### src/rtl/div_pkg.sv
// Shared types and helpers for the sequential restoring divider (seq_divider).
package div_pkg;

  typedef enum logic [1:0] {
    IDLE = 2'd0,
    BUSY = 2'd1,
    DONE = 2'd2
  } div_state_e;

  // Extra cycles between the accept edge and out_valid beyond WIDTH iterations.
  localparam int DIV_LAT_EXTRA = 0;

  function automatic int clog2_w(input int value);
    int r;
    r = 0;
    while ((1 << r) < value) r++;
    if (r < 1) r = 1;
    return r;
  endfunction

endpackage

### src/rtl/div_step.sv
// One combinational restoring-division iteration: shift {rem, quo} left, trial-subtract.
module div_step #(
  parameter int WIDTH = 8
) (
  input  logic [WIDTH-1:0] rem,
  input  logic [WIDTH-1:0] quo,
  input  logic [WIDTH-1:0] divisor,
  output logic [WIDTH-1:0] rem_next,
  output logic [WIDTH-1:0] quo_next
);

  logic [WIDTH:0] shifted;
  logic [WIDTH:0] trial;

  always_comb begin
    shifted = {rem, quo[WIDTH-1]};
    trial   = shifted - {1'b0, divisor};
    // Borrow out of the extra top bit means the trial went negative: restore.
    if (!trial[WIDTH]) begin
      rem_next = trial[WIDTH-1:0];
      quo_next = {quo[WIDTH-2:0], 1'b1};
    end else begin
      rem_next = shifted[WIDTH-1:0];
      quo_next = {quo[WIDTH-2:0], 1'b0};
    end
  end

endmodule

### src/rtl/seq_divider.sv
// Multi-cycle restoring divider, one quotient bit per clock, valid/ready in and out.
// Define DIV_SIGNED_EN to add the signed_mode port and two's-complement support.
module seq_divider
  import div_pkg::*;
#(
  parameter int WIDTH = 8
) (
  input  logic             clk,
  input  logic             rst_n,
`ifdef DIV_SIGNED_EN
  input  logic             signed_mode,
`endif
  input  logic             in_valid,
  output logic             in_ready,
  input  logic [WIDTH-1:0] dividend,
  input  logic [WIDTH-1:0] divisor,
  output logic             out_valid,
  input  logic             out_ready,
  output logic [WIDTH-1:0] quotient,
  output logic [WIDTH-1:0] remainder,
  output logic             div_by_zero
);

  // Handshakes: a transfer happens on a rising edge where valid && ready are both high;
  // in_ready is high only in IDLE, out_valid only in DONE, and DONE holds its outputs.

  localparam int LAST_ITER = WIDTH - 1 + DIV_LAT_EXTRA;
  localparam int CW        = clog2_w(LAST_ITER + 1);

  div_state_e       state_q, state_d;
  logic [CW-1:0]    cnt_q, cnt_d;
  logic [WIDTH-1:0] rem_q, rem_d;
  logic [WIDTH-1:0] quo_q, quo_d;
  logic [WIDTH-1:0] dvs_q, dvs_d;
  logic [WIDTH-1:0] quot_q, quot_d;
  logic [WIDTH-1:0] remd_q, remd_d;
  logic             dbz_q, dbz_d;
  logic             qneg_q, qneg_d;
  logic             rneg_q, rneg_d;

  logic [WIDTH-1:0] step_rem;
  logic [WIDTH-1:0] step_quo;
  logic [WIDTH-1:0] a_mag;
  logic [WIDTH-1:0] b_mag;
  logic             a_neg;
  logic             b_neg;

`ifdef DIV_SIGNED_EN
  always_comb begin
    a_neg = signed_mode && dividend[WIDTH-1];
    b_neg = signed_mode && divisor[WIDTH-1];
    a_mag = a_neg ? -dividend : dividend;
    b_mag = b_neg ? -divisor  : divisor;
  end
`else
  always_comb begin
    a_neg = 1'b0;
    b_neg = 1'b0;
    a_mag = dividend;
    b_mag = divisor;
  end
`endif

  div_step #(.WIDTH(WIDTH)) u_step (
    .rem      (rem_q),
    .quo      (quo_q),
    .divisor  (dvs_q),
    .rem_next (step_rem),
    .quo_next (step_quo)
  );

  always_comb begin
    state_d = state_q;
    cnt_d   = cnt_q;
    rem_d   = rem_q;
    quo_d   = quo_q;
    dvs_d   = dvs_q;
    quot_d  = quot_q;
    remd_d  = remd_q;
    dbz_d   = dbz_q;
    qneg_d  = qneg_q;
    rneg_d  = rneg_q;
    case (state_q)
      IDLE: begin
        if (in_valid) begin
          if (divisor == '0) begin
            quot_d  = '1;
            remd_d  = dividend;
            dbz_d   = 1'b1;
            state_d = DONE;
          end else begin
            rem_d   = '0;
            quo_d   = a_mag;
            dvs_d   = b_mag;
            qneg_d  = a_neg ^ b_neg;
            rneg_d  = a_neg;
            dbz_d   = 1'b0;
            cnt_d   = CW'(LAST_ITER);
            state_d = BUSY;
          end
        end
      end
      BUSY: begin
        rem_d = step_rem;
        quo_d = step_quo;
        cnt_d = cnt_q - CW'(1);
        // Sign fix-up is folded into the final iteration so latency stays WIDTH.
        if (cnt_q == '0) begin
          cnt_d   = '0;
          quot_d  = qneg_q ? -step_quo : step_quo;
          remd_d  = rneg_q ? -step_rem : step_rem;
          state_d = DONE;
        end
      end
      DONE: begin
        if (out_ready) state_d = IDLE;
      end
      default: state_d = IDLE;
    endcase
  end

  always_ff @(posedge clk or negedge rst_n) begin
    if (!rst_n) begin
      state_q <= IDLE;
      cnt_q   <= '0;
      rem_q   <= '0;
      quo_q   <= '0;
      dvs_q   <= '0;
      quot_q  <= '0;
      remd_q  <= '0;
      dbz_q   <= 1'b0;
      qneg_q  <= 1'b0;
      rneg_q  <= 1'b0;
    end else begin
      state_q <= state_d;
      cnt_q   <= cnt_d;
      rem_q   <= rem_d;
      quo_q   <= quo_d;
      dvs_q   <= dvs_d;
      quot_q  <= quot_d;
      remd_q  <= remd_d;
      dbz_q   <= dbz_d;
      qneg_q  <= qneg_d;
      rneg_q  <= rneg_d;
    end
  end

  assign in_ready    = (state_q == IDLE);
  assign out_valid   = (state_q == DONE);
  assign quotient    = quot_q;
  assign remainder   = remd_q;
  assign div_by_zero = dbz_q;

endmodule

### config.mk
export PLATFORM = sky130hd
export DESIGN_NAME = seq_divider
export DESIGN_NICKNAME = d
export VERILOG_FILES = /design/src/rtl/div_pkg.sv /design/src/rtl/div_step.sv /design/src/rtl/seq_divider.sv
export SDC_FILE = /design/constraint.sdc
export NUM_CORES = 1
export LEC_CHECK = 0
export BUFFER_PORTS_ARGS = -buffer_cell sky130_fd_sc_hd__buf_2
export CAP_MARGIN = 20
export CELL_PAD_IN_SITES_DETAIL_PLACEMENT = 0
export CELL_PAD_IN_SITES_GLOBAL_PLACEMENT = 2
export CORE_AREA = 2 2 112 87
export CTS_CLUSTER_DIAMETER = 80
export DETAILED_ROUTE_END_ITERATION = 6
export DIE_AREA = 0 0 114 89
export PLACE_DENSITY_LB_ADDON = 0.1
export SLEW_MARGIN = 20
export SYNTH_ARGS = -nofsm -noshare
export SYNTH_HDL_FRONTEND = slang
export SYNTH_SLANG_ARGS = --single-unit
### constraint.sdc
create_clock -name clk -period 2.5 [get_ports clk]
set_clock_uncertainty 0.1 [all_clocks]
set_input_delay 0.25 -clock clk [delete_from_list [all_inputs] [get_ports clk]]
set_output_delay 0.25 -clock clk [all_outputs]
set_load 0.02 [all_outputs]
; Word-level counts from Yosys, hierarchy flattened
; Index checks and enable logic that the tools add are counted.
[totals]
reg_bits = 46
[classes]
add_sub_neg = 2
n_eq_ne = 7
mux = 26
n_bitwise = 1
n_reduce_logical = 9
[ops]
columns = op, n
row1 = two-way mux 8 bit, 11
row2 = case mux 8 bit (2 select lines), 4
row3 = two-way mux 3 bit, 3
row4 = AND reduction 3 bit, 3
row5 = subtractor 9 x 8 -> 9 bit, 1
row6 = logical NOT 8 bit, 1
row7 = two-way mux 2 bit, 4
row8 = inequality test 2 bit (second input constant), 3
row9 = case mux 2 bit (3 select lines), 1
row10 = case mux 3 bit (2 select lines), 1
row11 = inequality test 2 x 1 -> 1 bit (second input constant), 2
row12 = AND reduction 4 bit, 1
row13 = logical NOT 3 bit, 1
row14 = subtractor 3 x 1 -> 3 bit (second input constant), 1
row15 = == test 2 x 1 -> 1 bit (second input constant), 1
row16 = == test 2 bit (second input constant), 1
row17 = logical NOT 2 bit, 1
row18 = two-way mux 1 bit, 2
row19 = AND reduction 2 bit, 1
row20 = nonzero test 2 bit, 1
row21 = inverter 1 bit, 1

; Longest topological paths before layout
[logic_depth]
depth_word = 4
depth_mapped = 9

; Modules after synthesis
; From an unflattened synthesis, not the netlist that was laid out.
[unflattened]
cells_unflattened = 219
area_unflattened_um2 = 2638.8
[modules_own_cells]
columns = mod, instances, cells_per_inst, area_per_inst_um2
row1 = seq_divider, 1, 154, 2100.8
row2 = div_step, 1, 65, 538.0

; Least setup slack after synthesis
; OpenSTA, ideal clock, no wires.
[synth_path]
path_type = reg-to-reg
startpoint = register quo_q[7]
endpoint = register remd_q[2], in the netlist remainder[2]
setup_ns = 0.126
arrival_ns = 2.383
slack_ns = -0.109
path_stages_with_launch = 10
n_path_buf = 0
cell_sequence = dfrtp_1 -> inv_1 -> ha_1 -> inv_1 -> fa_1 -> a211oi_1 -> nor4b_2 -> a211o_1 -> and3_4 -> o32a_1
[synth_between]
elab_chain_len = 4
[synth_lines]
columns = element, line_no
row1 = from (decl), seq_divider.sv:33  ; logic [WIDTH-1:0] quo_q, quo_d;
row2 = from (signal assigned), seq_divider.sv:138  ; quo_q <= quo_d;
row3 = subtractor 9 x 8 -> 9 bit, div_step.sv:17  ; trial = shifted - {1'b0, divisor};
row4 = two-way mux 8 bit, div_step.sv:19  ; if (!trial[WIDTH]) begin
row5 = two-way mux 8 bit, seq_divider.sv:108  ; if (cnt_q == '0) begin
row6 = case mux 8 bit (2 select lines), seq_divider.sv:83  ; case (state_q)
row7 = to (signal assigned), seq_divider.sv:141  ; remd_q <= remd_d;
row8 = to (decl), seq_divider.sv:36  ; logic [WIDTH-1:0] remd_q, remd_d;
; No other way between the ends. The select of a mux whose other input is x is not followed.
; A chain may end at the register's enable or synchronous reset.

; Worst setup path after layout
[layout_path]
startpoint = register dvs_q[0]
endpoint = register remd_q[2], in the netlist remainder[2]
[layout_between]
elab_chain_len = 4
[layout_lines]
columns = element, line_no
row1 = from (decl), seq_divider.sv:34  ; logic [WIDTH-1:0] dvs_q, dvs_d;
row2 = from (signal assigned), seq_divider.sv:139  ; dvs_q <= dvs_d;
row3 = subtractor 9 x 8 -> 9 bit, div_step.sv:17
row4 = two-way mux 8 bit, div_step.sv:19
row5 = two-way mux 8 bit, seq_divider.sv:108
row6 = case mux 8 bit (2 select lines), seq_divider.sv:83
; No other way between the ends. The select of a mux whose other input is x is not followed.

==> results.cfg <==
[final_layout]
layout.nets = 392
layout_commonest_cell = nand2_1
diodes = 0
fillers = 959
area_growth_syn_to_layout_pct = 29.5
drive_gt1_share_pct = 26.8
stdcell_count = 474
multi_input_area_sq_um = 1380
ff_latch_area_sq_um = 1150
layout_common_cells = nand2_1, dfrtp_1, buf_2, nor2_1, buf_4

[clock_network]
clock-root-buffer = clkbuf_16
clock_sinks = 46
cts_buffers = 5
clk_latency_ps = 280
cts_max_level = 2
cts_buffer_depth = 2
clk_pin_slew_ps = 60
cts_tree = done

[place]
dpl.cell_count = 461
gp_congestion = 0.760
port_buffers = 38
hpwl_mm = 5.62

[floorplanning]
dieWidth_um = 114
initial_utilization_pct = 28.8
chipHeight_um = 89
core_sq_um = 8930
floorplan.rows = 30
ios = 39
die_area_sq_um = 10100

[yosys]
ys_seq_area_share_pct = 44.7
synth_nets = 328
avgSynthCellArea_sq_um = 8.66
synth_cell_type_count = 49
ys_ff_latch = 46
ys_warn_count = 0
syn_area_sq_um = 2570
syn_inst = 297

[drt]
avgViaCountPerCell = 4.72
drc_errors = 0
dr.first_iter.drc_count = 99
wl_per_cell_um = 15.6
routed_wl_mm = 7.41
ant_nets = 0
first_pass_iters = 4
num_vias = 2239

[power_and_ir_drop]
power_density_nw_per_um2 = 1650
power.leakage_uw = 0.00155
peakVddDrop_uv = 557

[timing]
tightest_slew_ps = 641
tns_ps = 0
fin_crit_ps = 2450
holdWs_ps = 75.8
maxSlewViolCount = 0
rsz0062_at_grt = true
max_freq_ghz = 0.409
relSlewSlack_pct = 57.3
finalHoldViolCount = 0
fin_crit_sh_pct = 97.8
finalSetupViolCount = 0

[critical_path]
startpoint_type = register
cp_top_family = compound AO/OA/AOI/OAI gates
max_stage_delay_ps = 410
cp_cell_sequence = ha_4 -> inv_2 -> fa_2 -> a211oi_4 -> buf_4 -> or3_4 -> a211o_1 -> and3_4 -> o32a_1
end_kind = register
cp_max_fo = 3
cp.buffers_inverters = 2
reg2reg_slack_ps = 50
arrival_ps = 2520
slowest_stage = dfrtp_1
path_class = reg2reg
worstSetupPathDepth = 9
cp.required_ps = 2570
r2r_start = dvs_q[0]
r2r_end = remainder[2]
reg2reg_depth = 9

[global_routing]
grt_pass1_wl_mm = 12.0
grt.overflow.total = 0
grt_pass1_vias = 2145
grtUsageTotal_pct = 15.4
antenna_found_initial = 0
grt_max_degree = 28

[worst_hold_path]
holdPathStages = 3
min_to = dvs_q[0]
hold_class = in2reg
worstHoldStart = divisor[0]

[outcome]
status = completed

[flow_run]
cap_violations = 0
-- worst reg2reg max path, stage by stage (launching register included) --
cell and delay, ps:
dfrtp_1 410, ha_4 170, inv_2 50, fa_2 220
a211oi_4 80, buf_4 140, or3_4 350, a211o_1 300
and3_4 190, o32a_1 320
-- registers in the layout (all words and copies together), names as in the netlist --
signal       flops
dvs_q            8
div_by_zero      1
state_q          2
quo_q            8
quotient         8
cnt_q            3
rem_q            8
remainder        8
-- final cells by class --
type / count / share of cell area (%)
Clock inverter: 1 / 0.902
Clock buffer: 7 / 3.98
Timing Repair Buffer: 69 / 13.0
Tap cell: 112 / 4.21
Sequential cell: 46 / 34.6
Inverter: 16 / 1.80
Multi-Input combinational cell: 223 / 41.5
-- through the flow --
stage	cell area, sq um	power (uW)	util, %	worst slack, ps
final	3330	5500	37.3	55.0
after global routing	3330	5990	37.3	-26.1
after detailed placement	3040	4470	34.1	-85.1
after CTS	3240	5330	36.3	-6.86
after global placement	3040	4480	34.1	-42.9
after floorplan	2580	3340	-	31.0
-- repair_timing --
item | CTS | global route
setup buffers | 0 | 4
endpoints found under the hold margin | 19 | 0
pin swaps | 3 | 5
hold buffers | 1 | 0
gates resized for setup | 7 | 11
endpoints found under the setup margin | 12 | 15
-- how the worst max path moves through the flow --
stage                     startpoint      endpoint
after detailed placement    quo_q[7]  remainder[2]
after global routing        quo_q[7]  remainder[5]
after global placement      quo_q[7]  remainder[3]
after CTS                   quo_q[7]  remainder[2]
final                       dvs_q[0]  remainder[2]
after floorplan             quo_q[7]  remainder[2]
-- synthesized netlist by cell type (all sizes together) --
cell | n | area [sq um]
nand2b | 2 | 12.5
a2111oi | 1 | 27.5
o211ai | 1 | 7.51
and3 | 2 | 17.5
a221oi | 1 | 8.76
a2bb2oi | 5 | 43.8
a21o | 5 | 38.8
or2 | 1 | 8.76
or4 | 2 | 15.0
nor4b | 1 | 15.0
or3 | 3 | 23.8
a311oi | 1 | 15.0
and2 | 3 | 18.8
dfrtp | 46 | 1150
inv | 16 | 60.1
nand3 | 6 | 30.0
fa | 1 | 20.0
a21boi | 1 | 11.3
or3b | 1 | 8.76
nor3 | 4 | 20.0
o21a | 1 | 7.51
a31oi | 14 | 87.6
nor2 | 37 | 139
xor2 | 2 | 17.5
o32a | 2 | 20.0
ha | 10 | 125
xnor2 | 1 | 8.76
nor2b | 3 | 18.8
a211oi | 3 | 27.5
o21ai | 23 | 115
clkbuf | 8 | 31.3
a22o | 1 | 8.76
buf | 4 | 27.5
a211o | 3 | 26.3
nor3b | 3 | 22.5
nand2 | 61 | 229
mux2i | 2 | 20.0
o31ai | 1 | 7.51
a32oi | 1 | 8.76
a21oi | 14 | 70.1
-- routing by layer --
layer,track usage [%],share of wire (%),vias up
met5,0,0,-
met2,21.3,40,42
met1,24.5,55,1038
met3,3.32,4.5,5
li1,-,-,1154
met4,2.77,0.43,0
-- kinds of logic (layout without fill, tap and decap cells) --
logic type,after synthesis,count (layout),share of synthesized area [%]
buf+inv,28,93,4.62
fa+ha+maj,11,11,5.64
xor+xnor,3,3,1.02
simple gates,129,129,22.5
compound gates,78,78,20.7
mux,2,2,0.778
flops,46,46,44.7
-- power breakdown --
group	switching, uW	leakage, uW	internal (uW)
Combinational	1930	0.000931	1490
Clock	281	0.0000781	473
Sequential	230	0.000538	1100
Total	2440	0.00155	3070
Power figures use the tool's default switching activity.
